**src/rtl/iddmm_res_collect_if.sv**
```systemverilog
// Handshake bundle between the host, the IDDMM controller and the downstream
// consumer of the result collector. The slave modport is the collector's view.
interface iddmm_res_collect_if #(
  parameter int K      = 128,
  parameter int N      = 32,
  parameter int ADDR_W = $clog2(N)
);
  logic              start;
  logic              busy;
  logic              task_req;
  logic              task_grant;
  logic              task_end;
  logic [K-1:0]      task_res;
  logic              out_valid;
  logic              out_ready;
  logic [K-1:0]      out_data;
  logic [ADDR_W-1:0] out_idx;
  logic              out_last;
  logic              done;
  logic              err;

  modport master (
    output start, task_grant, task_end, task_res, out_ready,
    input  busy, task_req, out_valid, out_data, out_idx, out_last, done, err
  );

  modport slave (
    input  start, task_grant, task_end, task_res, out_ready,
    output busy, task_req, out_valid, out_data, out_idx, out_last, done, err
  );
endinterface

```
**src/rtl/iddmm_res_collect.sv**
```systemverilog
// Captures one N-word IDDMM result burst into a local buffer, then drains it
// word-serially over valid/ready, flagging bursts that are not exactly N words.
module iddmm_res_collect #(
  parameter int K      = 128,
  parameter int N      = 32,
  parameter int ADDR_W = $clog2(N)
) (
  input logic                 clk,
  input logic                 rst_n,
  iddmm_res_collect_if.slave  bus
);

  typedef enum logic [1:0] {S_IDLE, S_REQ, S_DRAIN} state_t;

  // Pointers carry one extra bit so they can sit at N without wrapping.
  localparam logic [ADDR_W:0] N_P    = (ADDR_W+1)'(N);
  localparam logic [ADDR_W:0] LAST_P = (ADDR_W+1)'(N-1);
  localparam logic [ADDR_W:0] ONE_P  = (ADDR_W+1)'(1);

  state_t            state_q;
  logic [ADDR_W:0]   wr_ptr_q;
  logic [ADDR_W:0]   rd_ptr_q;
  logic              busy_q;
  logic              task_req_q;
  logic              out_valid_q;
  logic              out_last_q;
  logic              done_q;
  logic              err_q;
  logic [K-1:0]      out_data_q;
  logic [ADDR_W-1:0] out_idx_q;
  logic [K-1:0]      mem_q [N];

  logic              wr_room;
  logic              wr_en;
  logic              rd_load;
  logic              out_hs;
  logic [ADDR_W:0]   cap_cnt_d;

  assign wr_room   = (wr_ptr_q < N_P);
  assign wr_en     = (state_q == S_REQ) && bus.task_grant && wr_room;
  // Words captured so far including the one arriving this cycle.
  assign cap_cnt_d = wr_en ? (wr_ptr_q + ONE_P) : wr_ptr_q;
  assign out_hs    = out_valid_q && bus.out_ready;
  assign rd_load   = (state_q == S_DRAIN) && (rd_ptr_q < N_P) &&
                     (!out_valid_q || bus.out_ready);

  always_ff @(posedge clk) begin
    if (wr_en) begin
      mem_q[wr_ptr_q[ADDR_W-1:0]] <= bus.task_res;
    end
  end

  always_ff @(posedge clk or negedge rst_n) begin
    if (!rst_n) begin
      state_q     <= S_IDLE;
      wr_ptr_q    <= '0;
      rd_ptr_q    <= '0;
      busy_q      <= 1'b0;
      task_req_q  <= 1'b0;
      out_valid_q <= 1'b0;
      out_last_q  <= 1'b0;
      done_q      <= 1'b0;
      err_q       <= 1'b0;
      out_data_q  <= '0;
      out_idx_q   <= '0;
    end else begin
      done_q <= 1'b0;
      case (state_q)
        S_IDLE: begin
          if (bus.start) begin
            state_q    <= S_REQ;
            busy_q     <= 1'b1;
            task_req_q <= 1'b1;
            wr_ptr_q   <= '0;
            err_q      <= 1'b0;
          end
        end
        S_REQ: begin
          if (wr_en) begin
            wr_ptr_q <= cap_cnt_d;
          end
          // Overflow words are dropped; the burst is already malformed.
          if (bus.task_grant && !wr_room) begin
            err_q <= 1'b1;
          end
          if (bus.task_end) begin
            state_q    <= S_DRAIN;
            task_req_q <= 1'b0;
            rd_ptr_q   <= '0;
            if (cap_cnt_d != N_P) begin
              err_q <= 1'b1;
            end
          end
        end
        S_DRAIN: begin
          if (rd_load) begin
            out_data_q  <= mem_q[rd_ptr_q[ADDR_W-1:0]];
            out_idx_q   <= rd_ptr_q[ADDR_W-1:0];
            out_last_q  <= (rd_ptr_q == LAST_P);
            out_valid_q <= 1'b1;
            rd_ptr_q    <= rd_ptr_q + ONE_P;
          end else if (out_hs) begin
            out_valid_q <= 1'b0;
          end
          if (out_hs && out_last_q) begin
            done_q  <= 1'b1;
            busy_q  <= 1'b0;
            state_q <= S_IDLE;
          end
        end
        default: state_q <= S_IDLE;
      endcase
    end
  end

  assign bus.busy      = busy_q;
  assign bus.task_req  = task_req_q;
  assign bus.out_valid = out_valid_q;
  assign bus.out_data  = out_data_q;
  assign bus.out_idx   = out_idx_q;
  assign bus.out_last  = out_last_q;
  assign bus.done      = done_q;
  assign bus.err       = err_q;

endmodule
```
**src/flat_wrapper.sv**
```systemverilog
// flat-port wrapper written by rule: the top's interface ports become plain ports
module iddmm_res_collect_flat 
#(
  parameter int K      = 128,
  parameter int N      = 32,
  parameter int ADDR_W = $clog2(N)
)
  (clk, rst_n, bus_start, bus_task_grant, bus_task_end, bus_task_res, bus_out_ready, bus_busy, bus_task_req, bus_out_valid, bus_out_data, bus_out_idx, bus_out_last, bus_done, bus_err);
  iddmm_res_collect_if #(.K(K), .N(N), .ADDR_W(ADDR_W)) bus_i ();
  input logic clk;
  input logic rst_n;
  input wire logic [$bits(bus_i.start)-1:0] bus_start;
  input wire logic [$bits(bus_i.task_grant)-1:0] bus_task_grant;
  input wire logic [$bits(bus_i.task_end)-1:0] bus_task_end;
  input wire logic [$bits(bus_i.task_res)-1:0] bus_task_res;
  input wire logic [$bits(bus_i.out_ready)-1:0] bus_out_ready;
  output wire logic [$bits(bus_i.busy)-1:0] bus_busy;
  output wire logic [$bits(bus_i.task_req)-1:0] bus_task_req;
  output wire logic [$bits(bus_i.out_valid)-1:0] bus_out_valid;
  output wire logic [$bits(bus_i.out_data)-1:0] bus_out_data;
  output wire logic [$bits(bus_i.out_idx)-1:0] bus_out_idx;
  output wire logic [$bits(bus_i.out_last)-1:0] bus_out_last;
  output wire logic [$bits(bus_i.done)-1:0] bus_done;
  output wire logic [$bits(bus_i.err)-1:0] bus_err;
  assign bus_i.start = bus_start;
  assign bus_i.task_grant = bus_task_grant;
  assign bus_i.task_end = bus_task_end;
  assign bus_i.task_res = bus_task_res;
  assign bus_i.out_ready = bus_out_ready;
  assign bus_busy = bus_i.busy;
  assign bus_task_req = bus_i.task_req;
  assign bus_out_valid = bus_i.out_valid;
  assign bus_out_data = bus_i.out_data;
  assign bus_out_idx = bus_i.out_idx;
  assign bus_out_last = bus_i.out_last;
  assign bus_done = bus_i.done;
  assign bus_err = bus_i.err;
  iddmm_res_collect #(.K(K), .N(N), .ADDR_W(ADDR_W)) u_core (.clk(clk), .rst_n(rst_n), .bus(bus_i));
endmodule
```
**config.mk**
```make
export PLATFORM = sky130hd
export DESIGN_NAME = iddmm_res_collect_flat
export DESIGN_NICKNAME = d
export VERILOG_FILES = /design/src/rtl/iddmm_res_collect_if.sv /design/src/rtl/iddmm_res_collect.sv /design/src/flat_wrapper.sv
export SDC_FILE = /design/constraint.sdc
export NUM_CORES = 2
export LEC_CHECK = 0
export ABC_AREA = 1
export ABC_CLOCK_PERIOD_IN_PS = 16100
export BUFFER_PORTS_ARGS = -buffer_cell sky130_fd_sc_hd__buf_4
export CAP_MARGIN = 10
export CORE_ASPECT_RATIO = 1.5
export CORE_MARGIN = 5
export CORE_UTILIZATION = 25
export DETAILED_ROUTE_END_ITERATION = 8
export PLACE_DENSITY = 0.41
export REMOVE_ABC_BUFFERS = 1
export SYNTH_ARGS = -nofsm -noshare
export SYNTH_HDL_FRONTEND = slang
export SYNTH_SLANG_ARGS = --single-unit
```
**constraint.sdc**
```tcl
create_clock -name clk -period 16.1 [get_ports clk]
set_input_delay 1.61 -clock clk [delete_from_list [all_inputs] [get_ports clk]]
set_output_delay 1.61 -clock clk [all_outputs]
set_load 0.01 [all_outputs]
```
## Word level (Yosys, flattened, before mapping)

Memories as Yosys holds them, arrays and structs flattened. A register that Yosys moved wholly into a read port is not among the register bits.
Index checks and enable logic that the tools add are counted.

- Flip-flop bits (word level): 25
- Bits in latches: 0
- RAM bits: 4096
- Bits in read-only memories: 0
- Bits of input ports: 134
- Output and inout bits: 139
- Logic and storage cells: 75
- Memories: 1

Memories:

| name | words | width | read ports | clocked after memory_dff | write ports | line | RTL |
|---|---|---|---|---|---|---|---|
| u_core.mem_q | 32 | 128 | 1 | 1 | 1 | iddmm_res_collect.sv:31 | `logic [K-1:0] mem_q [N];` |

- Add/sub/neg operators: 2
- Multipliers: 0
- Div/mod/pow operators: 0
- Magnitude comparators: 2
- Eq/ne operators: 9
- Shift-type cells: 0
- Muxes and demuxes: 27
- Bitwise logic cells: 0
- Reductions and logical operators: 24

Operators with widths:

| operator | number |
|---|---|
| 6-bit 2-to-1 mux | 5 |
| 6-bit case mux with 2 select lines | 2 |
| 3-bit AND reduction | 5 |
| 1-bit 2-to-1 mux | 13 |
| 6-bit by 1-bit adder with 6-bit output, second input constant | 2 |
| 6-bit less-than comparator, second input constant | 2 |
| 2-bit nonzero test | 4 |
| 1-bit logical AND | 7 |
| 6-bit by 5-bit == test with 1-bit output, second input constant | 1 |
| 2-bit 2-to-1 mux | 3 |
| 2-bit != test, second input constant | 3 |
| 6-bit != test, second input constant | 1 |
| 1-bit case mux with 2 select lines | 3 |
| 2-bit case mux with 3 select lines | 1 |
| 2-bit AND reduction | 3 |
| 2-bit by 1-bit != test with 1-bit output, second input constant | 2 |
| 1-bit zero test | 3 |
| 2-bit by 1-bit == test with 1-bit output, second input constant | 1 |
| 2-bit == test, second input constant | 1 |
| 2-bit zero test | 1 |
| 1-bit logical OR | 1 |

## Depth between registers and ports, before layout

- Depth after elaboration: 8
- Gate-level depth with buffers: 15
- Depth with buffers taken out: 11

## Worst setup path after synthesis

Ideal clock, no wire load.

- Path type: input-to-reg
- Start point: input bus_task_grant
- End point: memory u_core.mem_q[11][0], enable pin
- Library setup time: 0.772 ns
- Data arrival time: 10.934 ns
- Required time: 15.328 ns
- Slack: 4.394 ns
- Stages on the path: 5
- Path buffers: 1
- Cells stage by stage: nand3_1 > nor2_1 > clkbuf_1 > nand3_1 > nor3_1

- Cells in the longest elaborated chain, start to end: 4

RTL lines:

| what | line | RTL |
|---|---|---|
| from (decl) | flat_wrapper.sv:13 | `input wire logic [$bits(bus_i.task_grant)-1:0] bus_task_grant;` |
| 1-bit logical AND (2 in a row) | iddmm_res_collect.sv:40 | `assign wr_en = (state_q == S_REQ) && bus.task_grant && wr_room;` |
| 1-bit 2-to-1 mux | iddmm_res_collect.sv:48 | `if (wr_en) begin` |
| 1-bit 2-to-1 mux (implied by the code) | iddmm_res_collect.sv:49 | `mem_q[wr_ptr_q[ADDR_W-1:0]] <= bus.task_res;` |
| to (decl) | iddmm_res_collect.sv:31 |  |

No other way between the ends.

## Final worst setup path

- Start point: register u_core.rd_ptr_q[0]
- End point: register u_core.out_data_q[123], in the netlist u_core.bus.out_data[123], read port of u_core.mem_q

- Cells in the longest elaborated chain, start to end: 4

RTL lines:

| what | line | RTL |
|---|---|---|
| from (decl) | iddmm_res_collect.sv:22 | `logic [ADDR_W:0] rd_ptr_q;` |
| from (signal assigned) | iddmm_res_collect.sv:101 | `rd_ptr_q <= rd_ptr_q + ONE_P;` |
| 6-bit less-than comparator | iddmm_res_collect.sv:44 | `assign rd_load = (state_q == S_DRAIN) && (rd_ptr_q < N_P) &&` |
| 1-bit logical AND (2 in a row) | iddmm_res_collect.sv:44 |  |
| 2-bit AND reduction (no line) | -- |  |
| to (decl) | iddmm_res_collect.sv:29 | `logic [K-1:0] out_data_q;` |

Several ways; a longest one is shown, not always the timed one.
A chain may end at the register's enable or synchronous reset.

==> out/qor.json <==
{
  "gp_routability_congestion": {"value": 0.713},
  "maxSlewHeadroom": {"value": 15.1, "unit": "%"},
  "layout.cells.non_filler": {"value": 24000},
  "die_area": {"value": 700000, "unit": "sq um"},
  "die_h": {"value": 1020, "unit": "microns"},
  "tritoncts": {"value": "yes"},
  "chipWidth": {"value": 685, "unit": "microns"},
  "grt_pass1_vias": {"value": 107000},
  "finalCritPeriodShare": {"value": 35.2, "unit": "%"},
  "synth_cells": {"value": 14600},
  "number_of_antenna_violations_at_the_first_check_in_global_routing": {"value": 71},
  "min_path_type": {"value": "flip-flop to flip-flop"},
  "synth_area": {"value": 171000, "unit": "sq um"},
  "finalCriticalPeriod": {"value": 5.67, "unit": "ns"},
  "totalNegativeSetupSlack": {"value": 0, "unit": "ns"},
  "ys_types": {"value": 26},
  "timing.fmax": {"value": 176, "unit": "MHz"},
  "whs_path_depth": {"value": 2},
  "synth-warning-count": {"value": 0},
  "core_area": {"value": 683000, "unit": "sq um"},
  "floorplan.initialDensity": {"value": 25.0, "unit": "%"},
  "global_route_wire_length_before_repair": {"value": 831000, "unit": "microns"},
  "timing_hold_violations_final": {"value": 0},
  "cp-start-kind": {"value": "flip-flop"},
  "tritoncts.num_buffers": {"value": 419},
  "p_leak": {"value": 67.9, "unit": "nW"},
  "drt_first_pass_iters": {"value": 5},
  "wl_per_cell": {"value": 24.5, "unit": "microns"},
  "irDropWorstVdd": {"value": 104, "unit": "uV"},
  "post-cts-setup-buffers": {"value": 0},
  "clkSinkCount": {"value": 4249},
  "total_power": {"value": 28.8, "unit": "mW"},
  "critical_path_arrival": {"value": 6.54, "unit": "ns"},
  "drt.antenna.violating_nets": {"value": 0},
  "power.density_cell_area": {"value": 147, "unit": "nW/um^2"},
  "num-nets-final": {"value": 14800},
  "dpl-instance-area": {"value": 182000, "unit": "sq um"},
  "grt_start_max_net_pins": {"value": 196},
  "hpwl": {"value": 295000, "unit": "microns"},
  "cts-resized-gates": {"value": 0},
  "port_buffers": {"value": 272},
  "most_common_cell_after_layout_fill_and_taps_aside": {"value": "edfxtp_1"},
  "fraction_of_final_layout_cells_sized_beyond_drive_strength_1": {"value": 7.73, "unit": "%"},
  "end_kind": {"value": "flip-flop"},
  "worst_skew": {"value": 0.0891, "unit": "ns"},
  "timing.critical_path.required": {"value": 16.97, "unit": "ns"},
  "vias": {"value": 110000},
  "initialDrtViolationCount": {"value": 8943},
  "clkSlewWorstSetupHoldPaths": {"value": 0.06, "unit": "ns"},
  "layout-area-overhead-vs-synth": {"value": 14.5, "unit": "%"},
  "register_area": {"value": 127000, "unit": "sq um"},
  "critical_path_class": {"value": "flip-flop to flip-flop"},
  "clkLatencyLatePin": {"value": 0.95, "unit": "ns"},
  "ioPinCount": {"value": 273},
  "grt_usage": {"value": 16.1, "unit": "%"},
  "drc": {"value": 0},
  "clk_root_buffer_cell": {"value": "clkbuf_16"},
  "clock_tree.htree_level_count": {"value": 5},
  "setup_violations": {"value": 0},
  "grt_remaining_overflow": {"value": 0},
  "count_of_pins_over_their_slew_limit": {"value": 0},
  "row_count": {"value": 372},
  "final_cell_mix": {"value": "4096 x edfxtp_1, 3236 x nand2_1, 2793 x nor2_1"},
  "n_fill_cell": {"value": 69600},
  "crit_fanout": {"value": 70},
  "worst_pin_slew": {"value": 1.27, "unit": "ns"},
  "placed_cell_count": {"value": 23200},
  "synth.avg_cell_area": {"value": 11.7, "unit": "sq um"},
  "setup_repair_after_global_routing_missed_its_margin": {"value": "false"},
  "result_of_the_run": {"value": "finished clean"},
  "synth.ff_latch_count": {"value": 4249},
  "holdBufCountCts": {"value": 0},
  "synth.yosys.seq_area_share": {"value": 74.2, "unit": "%"},
  "avgViaCountPerCell": {"value": 4.56},
  "cts_buffer_depth": {"value": 4},
  "r2r_cells": {"value": 15},
  "detail_route.wirelength": {"value": 587000, "unit": "microns"},
  "post-route-cell-area": {"value": 196000, "unit": "sq um"},
  "multiInputGateArea": {"value": 38400, "unit": "sq um"},
  "max-cap-violations": {"value": 0}
}
[where the power goes]
part | switching (mW) | internal (mW)
combinational | 4.64 | 1.76
sequential | 0.260 | 12.4
clock | 4.37 | 5.38
[per-layer routing]
metal,GRT usage [%],up-vias,share of wire [%]
met4,3.12,46,1.8
li1,-,50300,-
met5,0,-,0.050
met2,28.4,2217,50
met1,21.2,56300,44
met3,2.15,621,4.4
[kinds of logic (layout without fill, tap and decap cells)]
logic type / Yosys count / in the layout / synth area share [%]
AOI/OAI and AO/OA: 1898 / 1898 / 5.77
xor gates and xnor gates: 1 / 1 / 0.00513
adders and majority gates: 5 / 5 / 0.0366
buffers and inverters: 1291 / 1705 / 3.47
DFF: 4249 / 4249 / 74.2
other: 0 / 16 / 0
and+or+nand+nor: 7143 / 7143 / 16.5
[registers in the layout (all words and copies together) (netlist names)]
name                  count
u_core.state_q            2
u_core.bus.busy           1
u_core.bus.out_idx        5
u_core.mem_q           4096
u_core.bus.err            1
u_core.bus.out_last       1
u_core.rd_ptr_q           6
u_core.bus.done           1
u_core.bus.task_req       1
u_core.wr_ptr_q           6
u_core.bus.out_data     128
u_core.bus.out_valid      1
[worst max-delay path: stages, from the launching register on]
cell	delay (ns)
dfrtp_4	0.85
buf_4	0.77
buf_4	0.73
buf_4	0.59
buf_4	0.71
buf_4	0.70
nor2_1	0.10
nor2_1	0.10
o21ai_0	0.09
nand2_1	0.12
nand2_1	0.05
nand2_1	0.11
clkinv_1	0.11
nand2_1	0.09
nand2_1	0.05
nand3_1	0.10
[metrics by stage]
| step | utilization, % | setup slack, ns | hold WS, ns |
|---|---|---|---|
| floorplan | - | -142.58 | 0.467 |
| global placement | 26.7 | 9.62 | 0.468 |
| detailed placement | 26.7 | 9.69 | 0.469 |
| CTS | 28.6 | 10.38 | 0.485 |
| global route | 28.6 | 10.06 | 0.503 |
| finish | 28.7 | 10.43 | 0.480 |
[synth_stat cells, drive strengths merged]
| master | count | area [sq um] |
|---|---|---|
| nand2 | 3238 | 12200 |
| o21bai | 1 | 7.51 |
| clkinv | 31 | 116 |
| a21oi | 86 | 430 |
| o21ai | 1664 | 8330 |
| nand4 | 1 | 6.26 |
| edfxtp | 4096 | 123000 |
| nor2 | 2828 | 10600 |
| o211ai | 143 | 1070 |
| nor3 | 3 | 15.0 |
| ha | 5 | 62.6 |
| or2 | 17 | 106 |
| clkbuf | 404 | 1520 |
| and3 | 5 | 31.3 |
| dfrtp | 153 | 3830 |
| xor2 | 1 | 8.76 |
| o22ai | 4 | 25.0 |
| inv | 389 | 1460 |
| buf | 467 | 2840 |
| nand3 | 1051 | 5260 |
[worst paths after layout]
path,startpoint,end,slack (ns)
min reg2reg,u_core.bus.out_data[127]$_DFFE_PN0P_,u_core.bus.out_data[127]$_DFFE_PN0P_,0.48
max reg2reg,u_core.rd_ptr_q[0]$_DFFE_PN0P_,u_core.bus.out_data[123]$_DFFE_PN0P_,10.43
min in group asynchronous,rst_n,u_core.bus.out_data[119]$_DFFE_PN0P_,0.56
max in group asynchronous,rst_n,u_core.bus.out_data[98]$_DFFE_PN0P_,13.25
max,u_core.rd_ptr_q[0]$_DFFE_PN0P_,u_core.bus.out_data[123]$_DFFE_PN0P_,10.43
min,u_core.bus.out_data[127]$_DFFE_PN0P_,u_core.bus.out_data[127]$_DFFE_PN0P_,0.48
[cell type report]
| class | count | area share [%] |
|---|---|---|
| multi-input combinational | 9047 | 19.6 |
| timing repair buffer | 502 | 2.12 |
| clock buffer | 589 | 5.93 |
| clock inverter | 194 | 0.888 |
| tap | 8976 | 5.74 |
| antenna | 16 | 0.0205 |
| inverter | 420 | 0.831 |
| sequential | 4249 | 64.8 |
Power figures use the tool's default switching activity.
